[src/rtl/dmem_arbiter_if.sv]
// Purpose : bundles the two requester ports and the data-memory port of dmem_arbiter.
// Latency : n/a (signal bundle only).
// Backpressure: requesters hold req (and its fields) until the matching gnt.
// Ports: p0_* pipeline MEM-stage port, p1_* DMA/debug port, mem_* single-port data memory.
// slave modport = arbiter side, master modport = requesters + memory side.
interface dmem_arbiter_if;
    // port 0 (pipeline MEM stage)
    logic        p0_req;
    logic        p0_we;
    logic [31:0] p0_addr;
    logic [31:0] p0_wdata;
    logic        p0_gnt;
    logic        p0_rvalid;
    logic [31:0] p0_rdata;
    logic        p0_err;
    // port 1 (DMA / debug)
    logic        p1_req;
    logic        p1_we;
    logic [31:0] p1_addr;
    logic [31:0] p1_wdata;
    logic        p1_gnt;
    logic        p1_rvalid;
    logic [31:0] p1_rdata;
    logic        p1_err;
    // data memory
    logic [31:0] mem_addr;
    logic [31:0] mem_wd;
    logic        mem_write;
    logic [31:0] mem_rd;

    modport slave (
        input  p0_req, p0_we, p0_addr, p0_wdata,
        output p0_gnt, p0_rvalid, p0_rdata, p0_err,
        input  p1_req, p1_we, p1_addr, p1_wdata,
        output p1_gnt, p1_rvalid, p1_rdata, p1_err,
        output mem_addr, mem_wd, mem_write,
        input  mem_rd
    );

    modport master (
        output p0_req, p0_we, p0_addr, p0_wdata,
        input  p0_gnt, p0_rvalid, p0_rdata, p0_err,
        output p1_req, p1_we, p1_addr, p1_wdata,
        input  p1_gnt, p1_rvalid, p1_rdata, p1_err,
        input  mem_addr, mem_wd, mem_write,
        output mem_rd
    );
endinterface

[src/rtl/dmem_arbiter.sv]
// Purpose : two-port arbiter in front of a single-port data memory, port 0 priority with
//           a starvation override for port 1, address legality check and conflict counter.
// Latency : grant is combinational in the request cycle; response (rvalid/rdata/err) one cycle later.
// Backpressure: a requester not granted simply keeps req high; one access per cycle throughput.
// Ports: clk, rst (async, active-high), bus (dmem_arbiter_if.slave), conflict_cnt (16-bit, saturating).
module dmem_arbiter #(
    parameter int unsigned STARVE_LIMIT = 4,
    parameter int unsigned DEPTH_WORDS  = 256
) (
    input  logic          clk,
    input  logic          rst,
    dmem_arbiter_if.slave bus,
    output logic [15:0]   conflict_cnt
);

    localparam int WAIT_CLOG = $clog2(STARVE_LIMIT + 1);
    localparam int WAIT_W    = (WAIT_CLOG > 3) ? WAIT_CLOG : 3;
    // One bit wider than an address so 4*DEPTH_WORDS == 2^32 still compares correctly.
    localparam logic [32:0] ADDR_LIMIT = 33'({32'd0, DEPTH_WORDS} << 2);

    logic [WAIT_W-1:0] wait_q, wait_d;
    logic [15:0]       conflict_q, conflict_d;

    logic        p0_rvalid_q, p1_rvalid_q;
    logic        p0_err_q, p1_err_q;
    logic [31:0] p0_rdata_q, p1_rdata_q;

    logic        gnt0, gnt1;
    logic        p1_starved;
    logic        sel_we;
    logic [31:0] sel_addr;
    logic [31:0] sel_wdata;
    logic        sel_legal;
    logic [31:0] resp_dat;

    assign p1_starved = (wait_q >= WAIT_W'(STARVE_LIMIT));

    // Grant and selection. Everything is forced idle while rst is high so no
    // memory write can slip through during reset.
    always_comb begin
        gnt1      = 1'b0;
        gnt0      = 1'b0;
        sel_we    = 1'b0;
        sel_addr  = 32'd0;
        sel_wdata = 32'd0;
        if (!rst) begin
            gnt1 = bus.p1_req && (p1_starved || !bus.p0_req);
            gnt0 = bus.p0_req && !gnt1;
        end
        if (gnt1) begin
            sel_we    = bus.p1_we;
            sel_addr  = bus.p1_addr;
            sel_wdata = bus.p1_wdata;
        end else if (gnt0) begin
            sel_we    = bus.p0_we;
            sel_addr  = bus.p0_addr;
            sel_wdata = bus.p0_wdata;
        end
    end

    assign sel_legal = (sel_addr[1:0] == 2'b00) && ({1'b0, sel_addr} < ADDR_LIMIT);
    // Writes and rejected accesses return zero; only a legal read returns memory data.
    assign resp_dat  = (sel_legal && !sel_we) ? bus.mem_rd : 32'd0;

    assign bus.p0_gnt    = gnt0;
    assign bus.p1_gnt    = gnt1;
    assign bus.mem_addr  = sel_addr;
    assign bus.mem_wd    = sel_wdata;
    assign bus.mem_write = (gnt0 || gnt1) && sel_we && sel_legal;

    // Wait counter: runs while port 1 is kept waiting, saturates, clears otherwise.
    always_comb begin
        wait_d = wait_q;
        if (!bus.p1_req || gnt1) begin
            wait_d = '0;
        end else if (wait_q != '1) begin
            wait_d = wait_q + WAIT_W'(1);
        end
    end

    always_comb begin
        conflict_d = conflict_q;
        if (bus.p0_req && bus.p1_req && (conflict_q != 16'hFFFF)) begin
            conflict_d = conflict_q + 16'd1;
        end
    end

    always_ff @(posedge clk or posedge rst) begin
        if (rst) begin
            wait_q      <= '0;
            conflict_q  <= 16'd0;
            p0_rvalid_q <= 1'b0;
            p1_rvalid_q <= 1'b0;
            p0_err_q    <= 1'b0;
            p1_err_q    <= 1'b0;
            p0_rdata_q  <= 32'd0;
            p1_rdata_q  <= 32'd0;
        end else begin
            wait_q      <= wait_d;
            conflict_q  <= conflict_d;
            p0_rvalid_q <= gnt0;
            p1_rvalid_q <= gnt1;
            p0_err_q    <= gnt0 && !sel_legal;
            p1_err_q    <= gnt1 && !sel_legal;
            // rdata of the idle port holds its last response.
            if (gnt0) begin
                p0_rdata_q <= resp_dat;
            end
            if (gnt1) begin
                p1_rdata_q <= resp_dat;
            end
        end
    end

    assign bus.p0_rvalid = p0_rvalid_q;
    assign bus.p1_rvalid = p1_rvalid_q;
    assign bus.p0_err    = p0_err_q;
    assign bus.p1_err    = p1_err_q;
    assign bus.p0_rdata  = p0_rdata_q;
    assign bus.p1_rdata  = p1_rdata_q;
    assign conflict_cnt  = conflict_q;

endmodule
[src/flat_wrapper.sv]
// flat-port wrapper written by rule: the top's interface ports become plain ports
module dmem_arbiter_flat 
#(
    parameter int unsigned STARVE_LIMIT = 4,
    parameter int unsigned DEPTH_WORDS  = 256
)
  (clk, rst, conflict_cnt, bus_p0_req, bus_p0_we, bus_p0_addr, bus_p0_wdata, bus_p0_gnt, bus_p0_rvalid, bus_p0_rdata, bus_p0_err, bus_p1_req, bus_p1_we, bus_p1_addr, bus_p1_wdata, bus_p1_gnt, bus_p1_rvalid, bus_p1_rdata, bus_p1_err, bus_mem_addr, bus_mem_wd, bus_mem_write, bus_mem_rd);
  dmem_arbiter_if bus_i ();
  input  logic clk;
  input  logic rst;
  output logic [15:0] conflict_cnt;
  input wire logic [$bits(bus_i.p0_req)-1:0] bus_p0_req;
  input wire logic [$bits(bus_i.p0_we)-1:0] bus_p0_we;
  input wire logic [$bits(bus_i.p0_addr)-1:0] bus_p0_addr;
  input wire logic [$bits(bus_i.p0_wdata)-1:0] bus_p0_wdata;
  output wire logic [$bits(bus_i.p0_gnt)-1:0] bus_p0_gnt;
  output wire logic [$bits(bus_i.p0_rvalid)-1:0] bus_p0_rvalid;
  output wire logic [$bits(bus_i.p0_rdata)-1:0] bus_p0_rdata;
  output wire logic [$bits(bus_i.p0_err)-1:0] bus_p0_err;
  input wire logic [$bits(bus_i.p1_req)-1:0] bus_p1_req;
  input wire logic [$bits(bus_i.p1_we)-1:0] bus_p1_we;
  input wire logic [$bits(bus_i.p1_addr)-1:0] bus_p1_addr;
  input wire logic [$bits(bus_i.p1_wdata)-1:0] bus_p1_wdata;
  output wire logic [$bits(bus_i.p1_gnt)-1:0] bus_p1_gnt;
  output wire logic [$bits(bus_i.p1_rvalid)-1:0] bus_p1_rvalid;
  output wire logic [$bits(bus_i.p1_rdata)-1:0] bus_p1_rdata;
  output wire logic [$bits(bus_i.p1_err)-1:0] bus_p1_err;
  output wire logic [$bits(bus_i.mem_addr)-1:0] bus_mem_addr;
  output wire logic [$bits(bus_i.mem_wd)-1:0] bus_mem_wd;
  output wire logic [$bits(bus_i.mem_write)-1:0] bus_mem_write;
  input wire logic [$bits(bus_i.mem_rd)-1:0] bus_mem_rd;
  assign bus_i.p0_req = bus_p0_req;
  assign bus_i.p0_we = bus_p0_we;
  assign bus_i.p0_addr = bus_p0_addr;
  assign bus_i.p0_wdata = bus_p0_wdata;
  assign bus_p0_gnt = bus_i.p0_gnt;
  assign bus_p0_rvalid = bus_i.p0_rvalid;
  assign bus_p0_rdata = bus_i.p0_rdata;
  assign bus_p0_err = bus_i.p0_err;
  assign bus_i.p1_req = bus_p1_req;
  assign bus_i.p1_we = bus_p1_we;
  assign bus_i.p1_addr = bus_p1_addr;
  assign bus_i.p1_wdata = bus_p1_wdata;
  assign bus_p1_gnt = bus_i.p1_gnt;
  assign bus_p1_rvalid = bus_i.p1_rvalid;
  assign bus_p1_rdata = bus_i.p1_rdata;
  assign bus_p1_err = bus_i.p1_err;
  assign bus_mem_addr = bus_i.mem_addr;
  assign bus_mem_wd = bus_i.mem_wd;
  assign bus_mem_write = bus_i.mem_write;
  assign bus_i.mem_rd = bus_mem_rd;
  dmem_arbiter #(.STARVE_LIMIT(STARVE_LIMIT), .DEPTH_WORDS(DEPTH_WORDS)) u_core (.clk(clk), .rst(rst), .bus(bus_i), .conflict_cnt(conflict_cnt));
endmodule
[config.mk]
export PLATFORM = sky130hd
export DESIGN_NAME = dmem_arbiter_flat
export DESIGN_NICKNAME = d
export VERILOG_FILES = /design/src/rtl/dmem_arbiter_if.sv /design/src/rtl/dmem_arbiter.sv /design/src/flat_wrapper.sv
export SDC_FILE = /design/constraint.sdc
export NUM_CORES = 1
export LEC_CHECK = 0
export CELL_PAD_IN_SITES_DETAIL_PLACEMENT = 0
export CELL_PAD_IN_SITES_GLOBAL_PLACEMENT = 1
export CORE_MARGIN = 4
export CORE_UTILIZATION = 29
export DETAILED_ROUTE_END_ITERATION = 10
export PLACE_DENSITY = 0.88
export SKIP_CTS_REPAIR_TIMING = 1
export SYNTH_ARGS = -nofsm -noshare
export SYNTH_HDL_FRONTEND = slang
export SYNTH_SLANG_ARGS = --single-unit
[constraint.sdc]
create_clock -name clk -period 16.6 [get_ports clk]
set_input_delay 2.49 -clock clk [delete_from_list [all_inputs] [get_ports clk]]
set_output_delay 2.49 -clock clk [all_outputs]
set_load 0.02 [all_outputs]
==> impl_results.md, run 1 <==
* Routed wire length at 20800 µm
* Yosys top cell by area: dfrtp_1
* Slew Limit Fails at 0
* Yosys cell types at 41
* Total negative slack at 0 ns
* Final hold violations at 0
* Synth cell count leaders: 87 x dfrtp_1, 71 x nand3_1, 70 x nand2_1, 49 x o31ai_2, 40 x a22o_1
* Clk root buf: clkbuf_16
* CP Max Fanout at 78
* Final nets at 997
* Starting Density at 29.9%
* Logic pwr share at 30.1%
* Fmax at 114 MHz
* Sequential area share after synthesis at 41.7%
* Crit path required time at 14.11 ns
* Final period util at 52.6%
* Critical Path, Cell by Cell: clkdlybuf4s50_1 -> buf_4 -> inv_4 -> buf_4 -> and2_1 -> or4_4 -> nor3_1 -> clkdlybuf4s50_1
* Setup clock skew after layout at 0.00491 ns
* Drt first pass iters at 5
* Hold Crit Endpoint: u_core.bus.p0_rdata[29]
* Max clock buf depth at 2
* Yosys reg bits at 87
* Top Ports at 317
* Initial antenna violation count at 2
* Normalized max-slew margin at 28.8%
* Sw Ratio at 30.3%
* Post-detail-place hpwl at 15600 µm
* Most used DFF post-synth: dfrtp_1
* Highest ir drop seen on vdd at 0.0000667 V
* Max Used Layer: met4
* Global route overflow at 0
* Worst r2r src: u_core.wait_q[2]
* H-tree depth at 3
* Post-Synthesis Cells at 549
* Critical path class: in2out
* Number of global-route vias before repair at 5509
* Setup crit start kind: primary input
* Routability cong. at 0.833
* Synthesis-to-layout area growth at 67.9%
* Slew @ Worst Pin at 1.07 ns
* R2R Path End: u_core.bus.p1_rdata[12]
* RSZ-0062 raised after global routing: no
* Via count at 5425
* Met2 Wirelength at 10800 µm
* Core area at 0.0175 mm²
* Max stage delay on crit path at 0.88 ns
* Die W at 142 µm
* Psw at 0.000186 W
* Post-detailed-route count of antenna-violating nets at 0
* Post-route DRC at 0
* Reg2Reg Depth at 6
* Max-cap viol count at 0
* Clk sinks at 87
* Top-area cell type share of the netlist area at 41.7%
* Vias per cell at 5.12
* Syn nets at 718
* Clock slew at reported path FFs at 0.06 ns
* Count leader, synth: dfrtp_1
* First-pass GRT wire length at 31800 µm
* Hold Path Origin: u_core.bus.p0_rdata[29]
* Outcome: completed
* Post-synthesis average cell area at 9.51 µm²
* Share of cells above drive strength 1 at 9.98%
* Sequential fraction of design power at 38.1%
* Die Ht at 142 µm
* CTS tree: built
* GRT Util Overall at 20.0%
* Largest delay share family, worst path: buffers and inverters
* Hold Path Depth at 2
* Critical path arrival at 6.25 ns
* DR WL/cell at 19.6 µm
* Synth Cell Area at 0.00522 mm²
* Top cells by area, synth: dfrtp_1 42%, o31ai_2 12%, nand3_1 6.8%
* Post-route minimum period at 8.74 ns
* Leak Pwr at 3.51 nW
* Die area at 0.0202 mm²
* Crit path buf inv count at 5
* Initial DRC count at 376
* FILL cells at 1667
* Worst setup EP type: output port
* Skew-Pair Late Insertion Delay at 0.34 ns
* Finish-stage setup viols at 0
* Slowest cell on crit path: or4_4
* R2r setup slk at 13.57 ns
* Synth warn at 0
* FP Rows at 48
* Internal power at 0.000428 W
* Tot Pwr at 0.000614 W
* P per Cell Area at 70.0 mW/mm²
* Clock Power Share at 31.8%
* WL met1 at 8110 µm
* Total CTS buffers at 9
* IO buf count at 316
* Pin count of the biggest net entering global routing at 79
* Async SR Flop Fraction at 100%
* EDFF count, synth at 0
* Metal3 WL at 1660 µm
* Class of the worst hold path: reg2reg
cell type report:
cell class                 instances  area (µm²)  area share (%)
antenna                            2        5.00          0.0571
inverter                          23        88.8            1.01
timing repair buffer             325        3230            36.9
sequential                        87        2180            24.8
clock inverter                     4        47.5           0.542
clock buffer                      11         233            2.66
tap                              225         282            3.21
multi-input combinational        382        2700            30.8
how the worst max path moves through the flow:
stage,start,to,slack (ns),cells past startpoint
2_1_floorplan,rst,bus_mem_wd[22],7.60,9
3_3_place_gp,rst,bus_mem_write,7.84,8
3_5_place_dp,rst,bus_mem_write,7.84,8
4_1_cts,rst,bus_mem_write,7.82,8
5_1_grt,rst,bus_p1_gnt,7.53,8
6_report,rst,bus_mem_write,7.86,8
cells by family after synthesis:
family / count (synthesis) / share of synthesized area (%)
xor gates and xnor gates: 14 / 2.35
and+or+nand+nor: 224 / 21.8
AOI/OAI and AO/OA: 138 / 25.9
adders and majority gates: 3 / 0.719
DFF: 87 / 41.7
buffers and inverters: 80 / 6.86
muxes: 3 / 0.599
power by group through the flow:
stage	clock, W	sequential [W]	combinational (W)
final	0.000195	0.000234	0.000184
after global routing	0.000210	0.000236	0.000198
after CTS	0.000202	0.000234	0.000186
after detailed placement	0	0.000238	0.000185
after global placement	0	0.000238	0.000185
after floorplan	0	0.000246	0.0000803
routing by layer:
metal  track usage (%)  up-vias
met5                 0        -
met4              4.49        0
met3              6.72       14
met2              35.2      229
met1              23.7     2624
li1                  -     2558
tightest hold or removal path, stage by stage (launching register included):
cell     delay, ns
dfrtp_1       0.34
nand2_1       0.05
o31ai_1       0.05
through the flow:
stage	hold slack [ns]	std cells	worst slack, ns	instance area [µm²]	utilization (%)
after floorplan	0.493	549	7.60	5220	-
after global placement	0.463	1042	7.84	8480	48.5
after detailed placement	0.465	1042	7.84	8480	48.5
after CTS	0.479	1057	7.82	8760	50.1
after global routing	0.495	1059	7.53	8760	50.2
final	0.475	1059	7.86	8760	50.2
placed cells by master (no fill, tap or decap), types with 2 or more instances in the layout:
cell             count
clkdlybuf4s50_1    316
dfrtp_1             87
nand3_1             71
nand2_1             68
o31ai_2             49
a22o_1              40
nor2b_1             38
inv_1               20
a32oi_1             19
o31ai_1             15
nand4_1             10
xnor2_1             10
nand2b_1             9
and3_1               9
clkbuf_16            9
buf_4                9
nor2_1               5
o32ai_1              4
xor2_1               4
a21oi_1              3
ha_1                 3
diode_2              2
or4_4                2
nand2_2              2
inv_2                2
mux2i_1              2
and4_1               2
nor4_1               2
clkbuf_1             2
clkinv_2             2
registers in the layout (all words and copies together), names as in the netlist:
signal	cells
u_core.wait_q	3
u_core.bus.p0_rdata	32
u_core.bus.p0_err	1
u_core.bus.p1_rdata	32
u_core.bus.p0_rvalid	1
u_core.bus.p1_err	1
u_core.conflict_cnt	16
u_core.bus.p1_rvalid	1
No activity file was read; power rests on OpenSTA's default activity.
==> run 2: changes to the inputs <==
Settings changed: CORE_UTILIZATION 29 to 24, PLACE_DENSITY 0.88 to 0.78.
Clock period 16.6 ns to 7.96 ns, I/O delays scaled along.
==> run 2 against run 1 <==
Net effect: non-clock buffer count stayed put; sequential power is 110% higher; global-route usage is 2.9 points lower; worst setup slack worse by 6.5 ns; via count is 0.24% lower; first-iteration DRC count is 30% lower; sequential share of layout area is 0.29 points lower; design area is 1.2% higher; critical path depth stayed put; total power is 120% higher; clock power is 140% higher; register-to-register slack worse by 9.1 ns; largest power group unchanged; highest routed layer unchanged.
==> impl_results.md, run 2 (same netlist as run 1, synthesis figures left out) <==
* Outcome: completed
* Post-detailed-route count of antenna-violating nets at 0
* Via count at 5412
* Internal power at 0.000938 W
* Setup clock skew after layout at 0.0105 ns
* FP Rows at 53
* Drt first pass iters at 5
* Pin count of the biggest net entering global routing at 66
* Met2 Wirelength at 11100 µm
* Max-cap viol count at 0
* Clk root buf: clkbuf_16
* Die area at 0.0242 mm²
* CP Max Fanout at 44
* Sequential fraction of design power at 36.1%
* Post-route minimum period at 6.56 ns
* Worst setup margin at 1.40 ns
* Vias per cell at 4.89
* DR WL/cell at 19.5 µm
* Top Ports at 317
* RSZ-0062 raised after global routing: no
* Class of the worst hold path: reg2reg
* Clk sinks at 87
* Place WS at 1.39 ns
* Worst setup EP type: output port
* Setup crit start kind: primary input
* GRT Util Overall at 17.1%
* Die W at 155 µm
* Skew-Pair Late Insertion Delay at 0.35 ns
* H-tree depth at 3
* WL met1 at 8810 µm
* Psw at 0.000412 W
* First-pass GRT wire length at 32500 µm
* Routed wire length at 21600 µm
* Highest ir drop seen on vdd at 0.0000773 V
* Final hold violations at 0
* Critical path class: in2out
* Initial antenna violation count at 1
* Critical path arrival at 5.37 ns
* Total CTS buffers at 9
* Logic pwr share at 28.8%
* Final nets at 997
* Clock Power Share at 35.1%
* Max clock buf depth at 2
* Clock slew at reported path FFs at 0.07 ns
* Slew @ Worst Pin at 1.06 ns
* Die Ht at 155 µm
* Ant. Diodes at 0
* Post-detail-place hpwl at 16000 µm
* P per Cell Area at 152 mW/mm²
* Max Used Layer: met4
* Routability cong. at 0.791
* Core area at 0.0212 mm²
* Metal3 WL at 1490 µm
* Initial DRC count at 262
* Share of cells above drive strength 1 at 10.2%
* Normalized max-slew margin at 29.3%
* Leak Pwr at 3.54 nW
* Crit path required time at 6.77 ns
* IO buf count at 316
* Sw Ratio at 30.5%
* Synthesis-to-layout area growth at 70.0%
* Global route overflow at 0
* Starting Density at 24.6%
* Commonest cells after routing, fill and taps aside: 316 x clkdlybuf4s50_1, 87 x dfrtp_1, 71 x nand3_1
* CTS tree: built
* Fmax at 152 MHz
* Post-route DRC at 0
* Number of global-route vias before repair at 5603
* Finish-stage setup viols at 0
* Slew Limit Fails at 0
* Final period util at 82.4%
* Total negative slack at 0 ns
* Most common cell after layout, fill and taps aside: clkdlybuf4s50_1
[run 2: path summary, 6_finish.rpt]
| check | from | end | slack (ns) | depth (start not counted) |
|---|---|---|---|---|
| worst max-delay path | bus_p1_req | bus_mem_wd[23] | 1.40 | 8 |
| worst min-delay path | u_core.bus.p0_rdata[19] | u_core.bus.p0_rdata[19] | 0.48 | 2 |
| worst max register to register | u_core.wait_q[2] | u_core.bus.p0_rdata[30] | 4.50 | 8 |
| worst min register to register | u_core.bus.p0_rdata[19] | u_core.bus.p0_rdata[19] | 0.48 | 2 |
| max in group asynchronous | rst | u_core.bus.p0_rdata[30] | 5.35 | 4 |
| min in group asynchronous | rst | u_core.conflict_cnt[0] | 1.53 | 3 |
[run 2: routing by layer]
| metal | global-route usage [%] | up-vias |
|---|---|---|
| met5 | 0 | - |
| met4 | 3.63 | 0 |
| met3 | 4.31 | 22 |
| met2 | 30.0 | 220 |
| met1 | 21.1 | 2603 |
| li1 | - | 2567 |
[run 2: power by group through the flow]
stage          clock [W]  combinational, W  sequential (W)
6_report        0.000474          0.000390        0.000487
5_1_grt         0.000503          0.000416        0.000491
4_1_cts         0.000485          0.000394        0.000487
3_5_place_dp           0          0.000392        0.000495
3_3_place_gp           0          0.000391        0.000495
2_1_floorplan          0          0.000167        0.000513
[run 2: layout make-up]
class,count,area (µm²)
inverter,23,88.8
tap,275,344
sequential,87,2180
clock inverter,5,88.8
multi-input combinational,382,2700
fill,2116,12400
clock buffer,10,239
timing repair buffer,325,3230
[run 2: per-stage QoR]
| stage | hold slack, ns | std cells | area (µm²) | total power, W | util (%) |
|---|---|---|---|---|---|
| 2_1_floorplan | 0.493 | 549 | 5220 | 0.000681 | - |
| 3_3_place_gp | 0.460 | 1092 | 8540 | 0.000887 | 40.3 |
| 5_1_grt | 0.506 | 1107 | 8870 | 0.00141 | 41.8 |
| 6_report | 0.480 | 1107 | 8870 | 0.00135 | 41.8 |
| 3_5_place_dp | 0.467 | 1092 | 8540 | 0.000887 | 40.3 |
| 4_1_cts | 0.483 | 1107 | 8870 | 0.00137 | 41.8 |
[run 2: critical path, stage by stage]
cell and delay, ns:
clkdlybuf4s50_1 1.13, inv_1 0.24, nor2_1 0.19, nand2_2 0.47
inv_2 0.72, buf_4 0.53, a22o_1 0.21, clkdlybuf4s50_1 0.61
==> run 3: changes to the inputs <==
Settings changed: CORE_UTILIZATION 24 to 27, PLACE_DENSITY 0.78 to 0.83.
Clock period 7.96 ns to 6.6 ns, I/O delays scaled along.
==> run 3 against run 2 <==
Net effect: non-clock buffer count is 5 higher; first-iteration DRC count is 8.8% lower; count of clock-buffer cells in the layout unchanged; worst hold slack worse by 0.0012 ns; largest power group unchanged; die area is 11% lower; clock skew decreased by 0.00063 ns; routed wire length down 2.2%; sequential share of layout area barely moved; combinational power grew 21%.
==> impl_results.md, run 3 (same netlist as run 1, synthesis figures left out) <==
* Outcome: completed
* Initial DRC count at 239
* Max clock buf depth at 2
* Setup crit start kind: primary input
* Starting Density at 27.7%
* Slowest cell on crit path: clkdlybuf4s50_1
* Total CTS buffers at 9
* Skew-Pair Late Insertion Delay at 0.34 ns
* Normalized max-slew margin at 28.1%
* Most common cell after layout, fill and taps aside: clkdlybuf4s50_1
* Critical Path Start: rst
* Routed wire length at 21100 µm
* Total negative slack at 0 ns
* Largest delay share family, worst path: buffers and inverters
* Synthesis-to-layout area growth at 70.0%
* Die Ht at 147 µm
* WP depth at 8
* Drt first pass iters at 4
* Worst r2r src: u_core.wait_q[2]
* Commonest cells after routing, fill and taps aside: 316 x clkdlybuf4s50_1, 87 x dfrtp_1, 71 x nand3_1
* Crit path required time at 5.61 ns
* H-tree depth at 3
* P per Cell Area at 176 mW/mm²
* FP Rows at 50
* First-pass GRT wire length at 32000 µm
* Final instance area at 0.00887 mm²
* Global route overflow at 0
* Critical path class: in2out
* Pin count of the biggest net entering global routing at 65
* Number of global-route vias before repair at 5415
* Final period util at 81.3%
* RSZ-0062 raised after global routing: no
* Post-route DRC at 0
* CTS tree: built
* Die area at 0.0216 mm²
* GRT Util Overall at 18.8%
* Clk root buf: clkbuf_16
* Reg2Reg Depth at 6
* Max-cap viol count at 0
* Finish-stage setup viols at 0
* Leak Pwr at 3.55 nW
* Post-detailed-route count of antenna-violating nets at 0
* Slew @ Worst Pin at 1.08 ns
* Crit path buf inv count at 3
* Clock slew at reported path FFs at 0.06 ns
* Setup clock skew after layout at 0.00987 ns
* Post-detail-place hpwl at 15700 µm
* R2r setup slk at 3.47 ns
* Highest ir drop seen on vdd at 0.0000952 V
* Area after DPL at 0.00857 mm²
* IO buf count at 316
* Share of cells above drive strength 1 at 10.9%
* Max stage delay on crit path at 1.01 ns
* DR WL/cell at 19.2 µm
* Class of the worst hold path: reg2reg
* Initial antenna violation count at 2
* Final core utilization at 47.1%
* Worst setup path end: bus_mem_write
* Tot Pwr at 0.00156 W
* Critical path arrival at 4.37 ns
* CP dominant cell by count: clkdlybuf4s50_1
* Final nets at 1002
* Post-route minimum period at 5.36 ns
* Core area at 0.0188 mm²
* Via count at 5404
* Final hold violations at 0
* Die W at 147 µm
* Top Ports at 317
* Routability cong. at 0.814
* Critical Path, Cell by Cell: clkdlybuf4s50_1 -> buf_4 -> nor2b_1 -> a32oi_1 -> nand4_1 -> or4_4 -> nor3_1 -> clkdlybuf4s50_1
* R2R Path End: u_core.bus.p0_rdata[25]
* Slew Limit Fails at 0
* FILL cells at 1782
* Worst setup EP type: output port
* Clk sinks at 87
* Fmax at 186 MHz
* Vias per cell at 4.91
* CP Max Fanout at 26
[run 3: power breakdown]
part | switching (W) | internal [W]
Combinational | 0.000240 | 0.000232
Clock | 0.000228 | 0.000272
Sequential | 0.0000293 | 0.000558
Total | 0.000498 | 0.00106
[run 3: per-layer routing]
metal / track usage, % / vias up / wire length, µm
li1: - / 2579 / -
met2: 33.2 / 198 / 10900
met3: 4.66 / 23 / 1330
met5: 0 / - / 0
met1: 22.4 / 2604 / 8490
met4: 6.24 / 0 / 412
[run 3: cell type report]
class / instances / area, µm² / area share [%]
inverters: 23 / 88.8 / 1.00
diodes: 2 / 5.00 / 0.0564
repair buffers: 330 / 3280 / 37.0
multi-input cells: 382 / 2700 / 30.5
clock buffers: 10 / 239 / 2.69
clock inverters: 6 / 53.8 / 0.606
well taps: 260 / 325 / 3.67
flip-flops and latches: 87 / 2180 / 24.5
[run 3: worst reg2reg max path, delay by kind of cell, from the launching register on]
| kind | cells | cell delay (ns) |
|---|---|---|
| and+or+nand+nor | 3 | 1.31 |
| AOI/OAI and AO/OA | 2 | 0.92 |
| DFF | 1 | 0.42 |
| buffers and inverters | 1 | 0.39 |
[run 3: per-stage QoR]
step	hold slack [ns]	setup slack, ns	std cells
after floorplan	0.493	0.603	549
after global placement	0.463	1.30	1082
after detailed placement	0.469	1.27	1082
after CTS	0.485	1.25	1098
after global routing	0.497	1.03	1100
final	0.479	1.24	1100
[run 3: how the worst min path moves through the flow]
| stage | cells after the start | end | startpoint |
|---|---|---|---|
| floorplan | 2 | u_core.wait_q[1] | u_core.wait_q[1] |
| global placement | 2 | u_core.bus.p0_rdata[23] | u_core.bus.p0_rdata[23] |
| detailed placement | 2 | u_core.bus.p0_rdata[23] | u_core.bus.p0_rdata[23] |
| CTS | 2 | u_core.bus.p0_rdata[31] | u_core.bus.p0_rdata[31] |
| global route | 2 | u_core.bus.p1_rdata[5] | u_core.bus.p1_rdata[5] |
| finish | 2 | u_core.bus.p0_rdata[21] | u_core.bus.p0_rdata[21] |
